[src/rtl/core_hazard_mc_pkg.sv]
// Shared types and helpers for the multi-channel hazard / peripheral handshake unit.
package core_hazard_mc_pkg;

  // Sequencer states: idle, waiting on a channel, holding an already-served load-use.
  typedef enum logic [1:0] {
    StIdle = 2'd0,
    StWait = 2'd1,
    StHold = 2'd2
  } state_e;

  // Width of a channel index; at least one bit so a single channel still has a vector.
  function automatic int unsigned ch_idx_w(input int unsigned num_ch);
    return (num_ch > 1) ? $clog2(num_ch) : 1;
  endfunction

  // Load-use hazard: a load writing a non-zero register the decoding instruction reads.
  function automatic logic load_use(input logic       mem_read,
                                    input logic [4:0] w_reg,
                                    input logic [4:0] rs,
                                    input logic [4:0] rt);
    return mem_read && (w_reg != 5'd0) && ((rs == w_reg) || (rt == w_reg));
  endfunction

endpackage

[src/rtl/core_hazard_mc_if.sv]
// Pipeline and peripheral-bus signals seen by the hazard unit.
// master: the hazard unit (issues d_valid, drives stalls); slave: pipeline/peripheral side.
interface core_hazard_mc_if #(
  parameter int unsigned ADDR_W = 64,
  parameter int unsigned NUM_CH = 4
);
  logic [4:0]        IF_rs;
  logic [4:0]        IF_rt;
  logic [4:0]        EX_W_regnum;
  logic [4:0]        ID_W_regnum;
  logic              ID_mem_read;
  logic              EX_mem_read;
  logic              EX_mem_write;
  logic [ADDR_W-1:0] addr;
  logic [NUM_CH-1:0] d_ready;
  logic [NUM_CH-1:0] d_valid;
  logic              stall_EX;
  logic              stall_ID;
  logic              bus_err;
  logic [ADDR_W-1:0] err_addr;

  modport master (
    input  IF_rs, IF_rt, EX_W_regnum, ID_W_regnum, ID_mem_read, EX_mem_read, EX_mem_write,
    input  addr, d_ready,
    output d_valid, stall_EX, stall_ID, bus_err, err_addr
  );

  modport slave (
    output IF_rs, IF_rt, EX_W_regnum, ID_W_regnum, ID_mem_read, EX_mem_read, EX_mem_write,
    output addr, d_ready,
    input  d_valid, stall_EX, stall_ID, bus_err, err_addr
  );
endinterface

[src/rtl/core_hazard_mc_timeout.sv]
// WAIT-state watchdog: cleared on entry to WAIT, counts each WAIT cycle and
// flags expiry on the last allowed cycle (count == Cycles-1).
module core_hazard_mc_timeout #(
  parameter int unsigned Cycles = 256
) (
  input  logic clk,
  input  logic reset,
  input  logic clr_i,
  input  logic en_i,
  output logic expired_o
);
  localparam int unsigned CntW = $clog2(Cycles);

  logic [CntW-1:0] cnt_q;

  assign expired_o = en_i && (cnt_q == CntW'(Cycles - 1));

  // Count WAIT cycles, holding at the expiry value.
  always_ff @(posedge clk or posedge reset) begin
    if (reset) begin
      cnt_q <= '0;
    end else if (clr_i) begin
      cnt_q <= '0;
    end else if (en_i && !expired_o) begin
      cnt_q <= cnt_q + 1'b1;
    end
  end
endmodule

[src/rtl/core_hazard_mc.sv]
// Load-use stall detection plus a one-hot request sequencer for NUM_CH peripheral
// channels mapped above PERIPHERAL_BASE. Optional WAIT timeout under CORE_HAZARD_TIMEOUT_EN.
module core_hazard_mc
  import core_hazard_mc_pkg::*;
#(
  parameter int unsigned ADDR_W          = 64,
  parameter logic [63:0] PERIPHERAL_BASE = 64'h2000_0000,
  parameter int unsigned NUM_CH          = 4,
  parameter int unsigned CH_SPAN_LOG2    = 12,
  parameter int unsigned TIMEOUT_CYCLES  = 256
) (
  input logic              clk,
  input logic              reset,
  core_hazard_mc_if.master bus
);
  localparam int unsigned       ChW  = ch_idx_w(NUM_CH);
  localparam logic [ADDR_W-1:0] Base = PERIPHERAL_BASE[ADDR_W-1:0];

  state_e            state_q;
  logic [ChW-1:0]    cur_ch_q;
  logic              bus_err_q;
  logic [ADDR_W-1:0] err_addr_q;

  logic              lu_ex, lu_id;
  logic              req, mapped;
  logic [ADDR_W-1:0] off, ch_full;
  logic [ChW-1:0]    ch;
  logic              rdy_ch, rdy_cur;
  logic              tmo_hit;
  logic              stall_ex;
  logic [NUM_CH-1:0] dvalid;

  assign lu_ex = load_use(bus.EX_mem_read, bus.EX_W_regnum, bus.IF_rs, bus.IF_rt);
  assign lu_id = load_use(bus.ID_mem_read, bus.ID_W_regnum, bus.IF_rs, bus.IF_rt);

  assign req     = (bus.EX_mem_read || bus.EX_mem_write) && (bus.addr >= Base);
  assign off     = bus.addr - Base;
  assign ch_full = off >> CH_SPAN_LOG2;
  assign mapped  = ch_full < ADDR_W'(NUM_CH);
  assign ch      = ch_full[ChW-1:0];
  assign rdy_ch  = bus.d_ready[ch];
  assign rdy_cur = bus.d_ready[cur_ch_q];

`ifdef CORE_HAZARD_TIMEOUT_EN
  logic tmo_expired;

  core_hazard_mc_timeout #(
    .Cycles(TIMEOUT_CYCLES)
  ) u_timeout (
    .clk      (clk),
    .reset    (reset),
    .clr_i    ((state_q == StIdle) && req && mapped && !rdy_ch),
    .en_i     (state_q == StWait),
    .expired_o(tmo_expired)
  );

  // Ready in the final cycle wins over expiry.
  assign tmo_hit = tmo_expired && !rdy_cur;
`else
  logic unused_tmo_cfg;
  assign unused_tmo_cfg = ^TIMEOUT_CYCLES;
  assign tmo_hit        = 1'b0;
`endif

  // Sequencer state, channel latch and registered error reporting.
  always_ff @(posedge clk or posedge reset) begin
    if (reset) begin
      state_q    <= StIdle;
      cur_ch_q   <= '0;
      bus_err_q  <= 1'b0;
      err_addr_q <= '0;
    end else begin
      bus_err_q <= 1'b0;
      unique case (state_q)
        StIdle: begin
          if (req) begin
            if (!mapped) begin
              bus_err_q  <= 1'b1;
              err_addr_q <= bus.addr;
              state_q    <= lu_ex ? StHold : StIdle;
            end else if (rdy_ch) begin
              state_q <= lu_ex ? StHold : StIdle;
            end else begin
              cur_ch_q <= ch;
              state_q  <= StWait;
            end
          end
        end
        StWait: begin
          if (rdy_cur) begin
            state_q <= lu_ex ? StHold : StIdle;
          end else if (tmo_hit) begin
            bus_err_q  <= 1'b1;
            err_addr_q <= bus.addr;
            state_q    <= lu_ex ? StHold : StIdle;
          end
        end
        StHold: begin
          // The EX access was already served; wait for the load-use to clear.
          if (!lu_ex) state_q <= StIdle;
        end
        default: state_q <= StIdle;
      endcase
    end
  end

  // Request and stall decode; requests are suppressed while reset is asserted.
  always_comb begin
    dvalid   = '0;
    stall_ex = lu_ex;
    if (!reset) begin
      unique case (state_q)
        StIdle: begin
          if (req && mapped) begin
            dvalid[ch] = 1'b1;
            if (!rdy_ch) stall_ex = 1'b1;
          end
        end
        StWait: begin
          dvalid[cur_ch_q] = 1'b1;
          if (!rdy_cur && !tmo_hit) stall_ex = 1'b1;
        end
        default: ;
      endcase
    end
  end

  assign bus.d_valid  = dvalid;
  assign bus.stall_EX = stall_ex;
  assign bus.stall_ID = stall_ex || lu_id;
  assign bus.bus_err  = bus_err_q;
  assign bus.err_addr = err_addr_q;

endmodule

[src/flat_wrapper.sv]
// flat-port wrapper written by rule: the top's interface ports become plain ports
module core_hazard_mc_flat import core_hazard_mc_pkg::*;
#(
  parameter int unsigned ADDR_W          = 64,
  parameter logic [63:0] PERIPHERAL_BASE = 64'h2000_0000,
  parameter int unsigned NUM_CH          = 4,
  parameter int unsigned CH_SPAN_LOG2    = 12,
  parameter int unsigned TIMEOUT_CYCLES  = 256
)
  (clk, reset, bus_IF_rs, bus_IF_rt, bus_EX_W_regnum, bus_ID_W_regnum, bus_ID_mem_read, bus_EX_mem_read, bus_EX_mem_write, bus_addr, bus_d_ready, bus_d_valid, bus_stall_EX, bus_stall_ID, bus_bus_err, bus_err_addr);
  core_hazard_mc_if #(.ADDR_W(ADDR_W), .NUM_CH(NUM_CH)) bus_i ();
  input logic clk;
  input logic reset;
  input wire logic [$bits(bus_i.IF_rs)-1:0] bus_IF_rs;
  input wire logic [$bits(bus_i.IF_rt)-1:0] bus_IF_rt;
  input wire logic [$bits(bus_i.EX_W_regnum)-1:0] bus_EX_W_regnum;
  input wire logic [$bits(bus_i.ID_W_regnum)-1:0] bus_ID_W_regnum;
  input wire logic [$bits(bus_i.ID_mem_read)-1:0] bus_ID_mem_read;
  input wire logic [$bits(bus_i.EX_mem_read)-1:0] bus_EX_mem_read;
  input wire logic [$bits(bus_i.EX_mem_write)-1:0] bus_EX_mem_write;
  input wire logic [$bits(bus_i.addr)-1:0] bus_addr;
  input wire logic [$bits(bus_i.d_ready)-1:0] bus_d_ready;
  output wire logic [$bits(bus_i.d_valid)-1:0] bus_d_valid;
  output wire logic [$bits(bus_i.stall_EX)-1:0] bus_stall_EX;
  output wire logic [$bits(bus_i.stall_ID)-1:0] bus_stall_ID;
  output wire logic [$bits(bus_i.bus_err)-1:0] bus_bus_err;
  output wire logic [$bits(bus_i.err_addr)-1:0] bus_err_addr;
  assign bus_i.IF_rs = bus_IF_rs;
  assign bus_i.IF_rt = bus_IF_rt;
  assign bus_i.EX_W_regnum = bus_EX_W_regnum;
  assign bus_i.ID_W_regnum = bus_ID_W_regnum;
  assign bus_i.ID_mem_read = bus_ID_mem_read;
  assign bus_i.EX_mem_read = bus_EX_mem_read;
  assign bus_i.EX_mem_write = bus_EX_mem_write;
  assign bus_i.addr = bus_addr;
  assign bus_i.d_ready = bus_d_ready;
  assign bus_d_valid = bus_i.d_valid;
  assign bus_stall_EX = bus_i.stall_EX;
  assign bus_stall_ID = bus_i.stall_ID;
  assign bus_bus_err = bus_i.bus_err;
  assign bus_err_addr = bus_i.err_addr;
  core_hazard_mc #(.ADDR_W(ADDR_W), .PERIPHERAL_BASE(PERIPHERAL_BASE), .NUM_CH(NUM_CH), .CH_SPAN_LOG2(CH_SPAN_LOG2), .TIMEOUT_CYCLES(TIMEOUT_CYCLES)) u_core (.clk(clk), .reset(reset), .bus(bus_i));
endmodule
[config.mk]
export PLATFORM = sky130hd
export DESIGN_NAME = core_hazard_mc_flat
export DESIGN_NICKNAME = d
export VERILOG_FILES = /design/src/rtl/core_hazard_mc_pkg.sv /design/src/rtl/core_hazard_mc_if.sv /design/src/rtl/core_hazard_mc_timeout.sv /design/src/rtl/core_hazard_mc.sv /design/src/flat_wrapper.sv
export SDC_FILE = /design/constraint.sdc
export NUM_CORES = 1
export LEC_CHECK = 0
export BUFFER_PORTS_ARGS = -buffer_cell sky130_fd_sc_hd__clkbuf_2
export CAP_MARGIN = 10
export CORE_UTILIZATION = 40
export DETAILED_ROUTE_END_ITERATION = 7
export GPL_ROUTABILITY_DRIVEN = 0
export PLACE_DENSITY = 0.81
export SYNTH_ARGS = -nofsm -noshare
export SYNTH_HDL_FRONTEND = slang
export SYNTH_SLANG_ARGS = --single-unit
[constraint.sdc]
create_clock -name clk -period 3.15 [get_ports clk]
set_input_delay 0.1575 -clock clk [delete_from_list [all_inputs] [get_ports clk]]
set_output_delay 0.1575 -clock clk [all_outputs]
set_load 0.02 [all_outputs]
; ---- Yosys cells after proc, flatten, opt, wreduce, memory -nomap -nowiden
; Index checks and enable logic that the tools add are counted.
; W data, S select, Z words.
[totals]
register_bits = 69
latchBits = 0
ramBits = 0
romBits = 0
output_inout_bits = 71
elab_cells = 66
memories = 0
[op_classes]
addsub = 1
multipliers = 0
div_mod_pow = 0
order_cmp = 6
eq_ne = 9
n_shift = 0
muxes = 26
n_bitwise = 2
reduce_logical = 18
[op_table]
columns = operator, count
row1 = $ge A64 B30 Y1 const B, 1
row2 = $sub A64 B30 Y64 const B, 1
row3 = $lt A52 B3 Y1 const B, 1
row4 = $eq A5 B5 Y1, 4
row5 = $mux W2, 6
row6 = $mux W1, 11
row7 = $reduce_bool A5 Y1, 2
row8 = $logic_and A1 B1 Y1, 8
row9 = $mux W4, 2
row10 = $pmux W4 S2, 1
row11 = $lt A2 B3 Y1 const B, 2
row12 = $pmux W2 S3, 1
row13 = $reduce_and A3 Y1, 2
row14 = $bmux W1 S2, 2
row15 = $demux W1 S2, 2
row16 = $ge A2 B1 Y1 const B, 2
row17 = $logic_or A1 B1 Y1, 4
row18 = $ne A2 B1 Y1 const B, 2
row19 = $reduce_and A4 Y1, 1
row20 = $eq A2 B1 Y1 const B, 1
row21 = $eq A2 B2 Y1 const B, 1
row22 = $logic_not A2 Y1, 1
row23 = $ne A2 B2 Y1 const B, 1
row24 = $not A1 Y1, 2
row25 = $pmux W1 S2, 1

; ---- Longest topological paths before layout
[logic_depth]
depth_word = 8
ltp_mapped = 11

; ---- Worst setup path before layout
; OpenSTA, ideal clock, no wires.
[synth_timing]
kind = input to output
start = input bus_addr[40]
end = output bus_stall_EX
arrival_ps = 2721
required_time_ps = 2992
path_slack_ps = 272
stages = 7
path_buffers = 0
cell_sequence = or4_4 > nand2b_4 > or3_4 > a2111oi_2 > o2111ai_2 > or3_4 > o21ai_0
[synth_between]
elab_chain_cells = 6
word_cells_on_any_way = 8
classes_between = add/sub (1) / order compare (2) / mux (3) / reduce/logical (2)
[synth_rtl]
columns = element, line
row1 = from (decl), flat_wrapper.sv:21  ; input wire logic [$bits(bus_i.addr)-1:0] bus_addr;
row2 = $sub A64 B30 Y64 / $ge A64 B30 Y1 (equally long branches), "core_hazard_mc.sv:37, core_hazard_mc.sv:36"
row3 = $lt A52 B3 Y1 / $logic_and A1 B1 Y1 (equally long branches), "core_hazard_mc.sv:39, core_hazard_mc.sv:36"
row4 = $logic_and A1 B1 Y1 *, core_hazard_mc.sv:114  ; if (req && mapped) begin
row5 = $mux W1 *, core_hazard_mc.sv:114
row6 = $pmux W1 S2 *, core_hazard_mc.sv:112  ; unique case (state_q)
row7 = $mux W1 *, core_hazard_mc.sv:111  ; if (!reset) begin
row8 = to (decl), flat_wrapper.sv:24  ; output wire logic [$bits(bus_i.stall_EX)-1:0] bus_stall_EX;
; Every way passes the cells marked *; elsewhere a longest branch is shown, timed or not.

; ---- Final worst setup path
[layout_timing]
start = input bus_addr[35]
end = output bus_stall_EX
; The elaborated chain is that of the path after synthesis.

==> summary.md <==
| Metric | Value |
|---|---|
| Drt first pass iters | 6 |
| Global route total overflow | 0 |
| Root buffer cell | clkbuf_8 |
| Hold_ws | 0.0302 ns |
| PD cells | 479 nW/um2 |
| CP Data Required Time | 2.99 ns |
| Commonest cells in the netlist | dfrtp_1, mux2_2, mux2_4 |
| Leakage power | 2.37 nW |
| Crit path max fanout | 6 |
| Longest Clk Path Bufs | 2 |
| Post-Syn Nets | 395 |
| Outcome | complete, no violations |
| Die area | 9720 um2 |
| DRT iter0 DRCs | 123 |
| Initial core utilization | 42.0% |
| EDFF count, synth | 0 |
| DP Worst Slack | 0.186 ns |
| Final Cycle Share | 94.1% |
| Total negative slack | 0 ns |
| Crit Reg-Reg Startpoint | u_core.state_q[0] |
| Reg-to-reg setup timing slack | 1.23 ns |
| Multiplexer area fraction after synthesis | 24.5% |
| Hold Crit Start | bus_addr[11] |
| Fmax | 337 MHz |
| Post-synth top area cell | dfrtp_1 |
| Clk slew on worst S/H paths | 0.09 ns |
| Setup ws final | 0.187 ns |
| FF-to-FF path depth | 6 |
| Crit Path Class | primary input to output pin |
| Hold Path Class | primary input to flop |
| # H-tree levels | 3 |
| Final min period | 2.96 ns |
| Post-Syn Area | 3730 um2 |
| RSZ-0062 raised after global routing | false |
| Final Util | 55.5% |
| Sw Share | 29.5% |
| Worst Hold Path Cells | 2 |
| Most frequent cell after synthesis | dfrtp_1 |
| # diodes | 0 |
| Avg Inst Size Synth | 12.4 um2 |
| Total CTS buffers | 9 |
| Antenna viol nets, final | 0 |
| Combinational share of power | 22.9% |
| Layout Skew | 0.0194 ns |
| Tot Pwr | 2.36 mW |
| Cells after Synth | 301 |
| Max cap viols | 0 |
| Async SR Flop Fraction | 100% |
| Critical Path Start | bus_addr[35] |
| Hold endpoint | u_core.bus.err_addr[11] |
| Horiz. Die Dim | 98.6 um |
| CP arrival | 2.81 ns |
| Complex-gate fraction of the synthesized area | 5.13% |
| R2R Path End | u_core.bus.err_addr[15] |
| Top post-synthesis cells by area | dfrtp_1, mux2_4, mux2_2 |
| Post-synthesis adder-cell area fraction | 0.335% |
| Crit start category | primary input |
| Buffers added on ports | 163 |
| Fraction of layout cells with a size suffix above 1 | 54.9% |
| Most used flip-flop cell after synthesis | dfrtp_1 |
| Fin area | 4930 um2 |
| Area after DPL | 4700 um2 |
| Routed WL per cell | 16.3 um |
| Vias per cell | 5.30 |
| Int Pwr | 1.66 mW |
| Final hold violations | 0 |
| Vias | 3,123 |
| IO Count | 164 |
| Post-synthesis sequential area ratio | 46.2% |
| NetSw | 698 uW |
| # DRC | 0 |
| Worst slew pin tran | 0.720 ns |
| Chip Height | 98.6 um |
| Yosys cell types | 52 |
| Yosys top cell area share | 46.2% |
| Clock network power share | 34.1% |
| Final Slew Violations | 0 |
| Largest net degree at the start of global routing | 48 |
| Largest family of logic cells by synthesized area | multiplexers |
| Setup Fix Bufs, Post-CTS | 0 |
| Final Non-Filler Cells | 589 |
| Peak supply drop | 297 uV |
| Synth Warn # | 0 |
| Layout Area Growth over Synthesis | 32.1% |
| Core footprint | 8890 um2 |
| Placed insts | 572 |
| Slew headroom | 51.6% |
| Clock Latency Late Sink | 0.35 ns |
| DP HPWL | 7650 um |
| # setup viols final | 0 |
| Seq cells post-synth | 69 |
| First-pass GRT wire length | 15,900 um |
| Tot GR Track Use | 20.8% |
| Xor/xnor cell area share of the yosys netlist | 5.40% |
| Endpoint class of the critical path | output pin |
| WL final | 9590 um |
| Net count reported at finish | 570 |
| TritonCTS clock tree | yes |
| Simple-gate share of the synthesized area | 16.0% |
| Row count | 34 |
| Vias in the first global route | 3,244 |
| # clock sinks | 69 |
| Seq pwr share | 42.9% |
| Initial antenna violation count | 0 |
-- power groups by stage --
stage / registers, mW / logic (mW) / clock network (mW)
after global placement: 1.03 / 0.534 / 0
after global routing: 1.03 / 0.581 / 0.868
after CTS: 1.01 / 0.548 / 0.827
after detailed placement: 1.03 / 0.545 / 0
after floorplan: 1.13 / 0.219 / 0
final: 1.01 / 0.541 / 0.807
-- critical path: stages --
cell	delay, ns
clkbuf_2	0.10
nor3_1	0.55
nand3_1	0.19
or3_4	0.38
a2111oi_2	0.40
o2111ai_2	0.26
or3_4	0.42
o21ai_0	0.15
clkbuf_2	0.19
-- state kept, by name (all words and copies together) (netlist names) --
| name | cells |
|---|---|
| u_core.bus.err_addr | 64 |
| u_core.cur_ch_q | 2 |
| u_core.state_q | 2 |
| u_core.bus.bus_err | 1 |
-- routing by layer --
layer,up-vias,share of wire (%),GRT usage (%)
li1,1484,-,-
met1,1511,44,26.5
met2,117,49,35.0
met3,11,5.8,5.11
met4,0,0.97,6.20
met5,-,0,0
-- layout by cell type (no fill, tap or decap), types with 3 or more instances in the layout --
| cell | Yosys | routed |
|---|---|---|
| dfrtp_1 | 69 | 69 |
| nand4_1 | 7 | 7 |
| nor4b_1 | 4 | 4 |
| nor2_1 | 15 | 15 |
| or4_1 | 3 | 3 |
| nor3_1 | 14 | 14 |
| inv_1 | 7 | 6 |
| xor2_1 | 11 | 11 |
| clkbuf_8 | 0 | 9 |
| mux2_2 | 35 | 35 |
| nor4_1 | 13 | 13 |
| nand4b_1 | 5 | 5 |
| mux2_4 | 31 | 31 |
| nand3_1 | 8 | 8 |
| nand2_1 | 7 | 7 |
| xnor2_1 | 12 | 12 |
| o21ai_0 | 13 | 13 |
| clkbuf_2 | 0 | 163 |
| buf_4 | 3 | 5 |
| nor2b_1 | 4 | 4 |
-- cell families (layout without fill, tap and decap cells) --
family,Yosys count,count (layout)
and+or+nand+nor,97,97
muxes,69,69
DFF,69,69
AOI/OAI and AO/OA,27,27
xor gates and xnor gates,23,23
buffers and inverters,15,195
adders and majority gates,1,1
-- worst max path at each step --
| stage | end | slack [ns] | depth (start not counted) |
|---|---|---|---|
| after floorplan | bus_stall_EX | 0.27 | 7 |
| after global placement | bus_stall_EX | 0.20 | 9 |
| after detailed placement | bus_stall_EX | 0.19 | 9 |
| after CTS | bus_stall_EX | 0.18 | 9 |
| after global routing | bus_stall_EX | 0.02 | 9 |
| final | bus_stall_EX | 0.19 | 9 |
-- area by class of cell --
cell class / count / area (um2)
Clock buffer: 10 / 128
Clock inverter: 6 / 93.8
Fill cell: 809 / 3960
Inverter: 8 / 30.0
Multi-Input combinational cell: 217 / 1920
Sequential cell: 69 / 1730
Tap cell: 108 / 135
Timing Repair Buffer: 171 / 903
-- repair_timing --
action,4_1_cts,5_1_grt
endpoints found under the hold margin,22,0
hold buffers,1,0
setup endpoints to repair,0,0
resized for setup,0,0
Note: power is estimated with default switching activity, not from simulation.
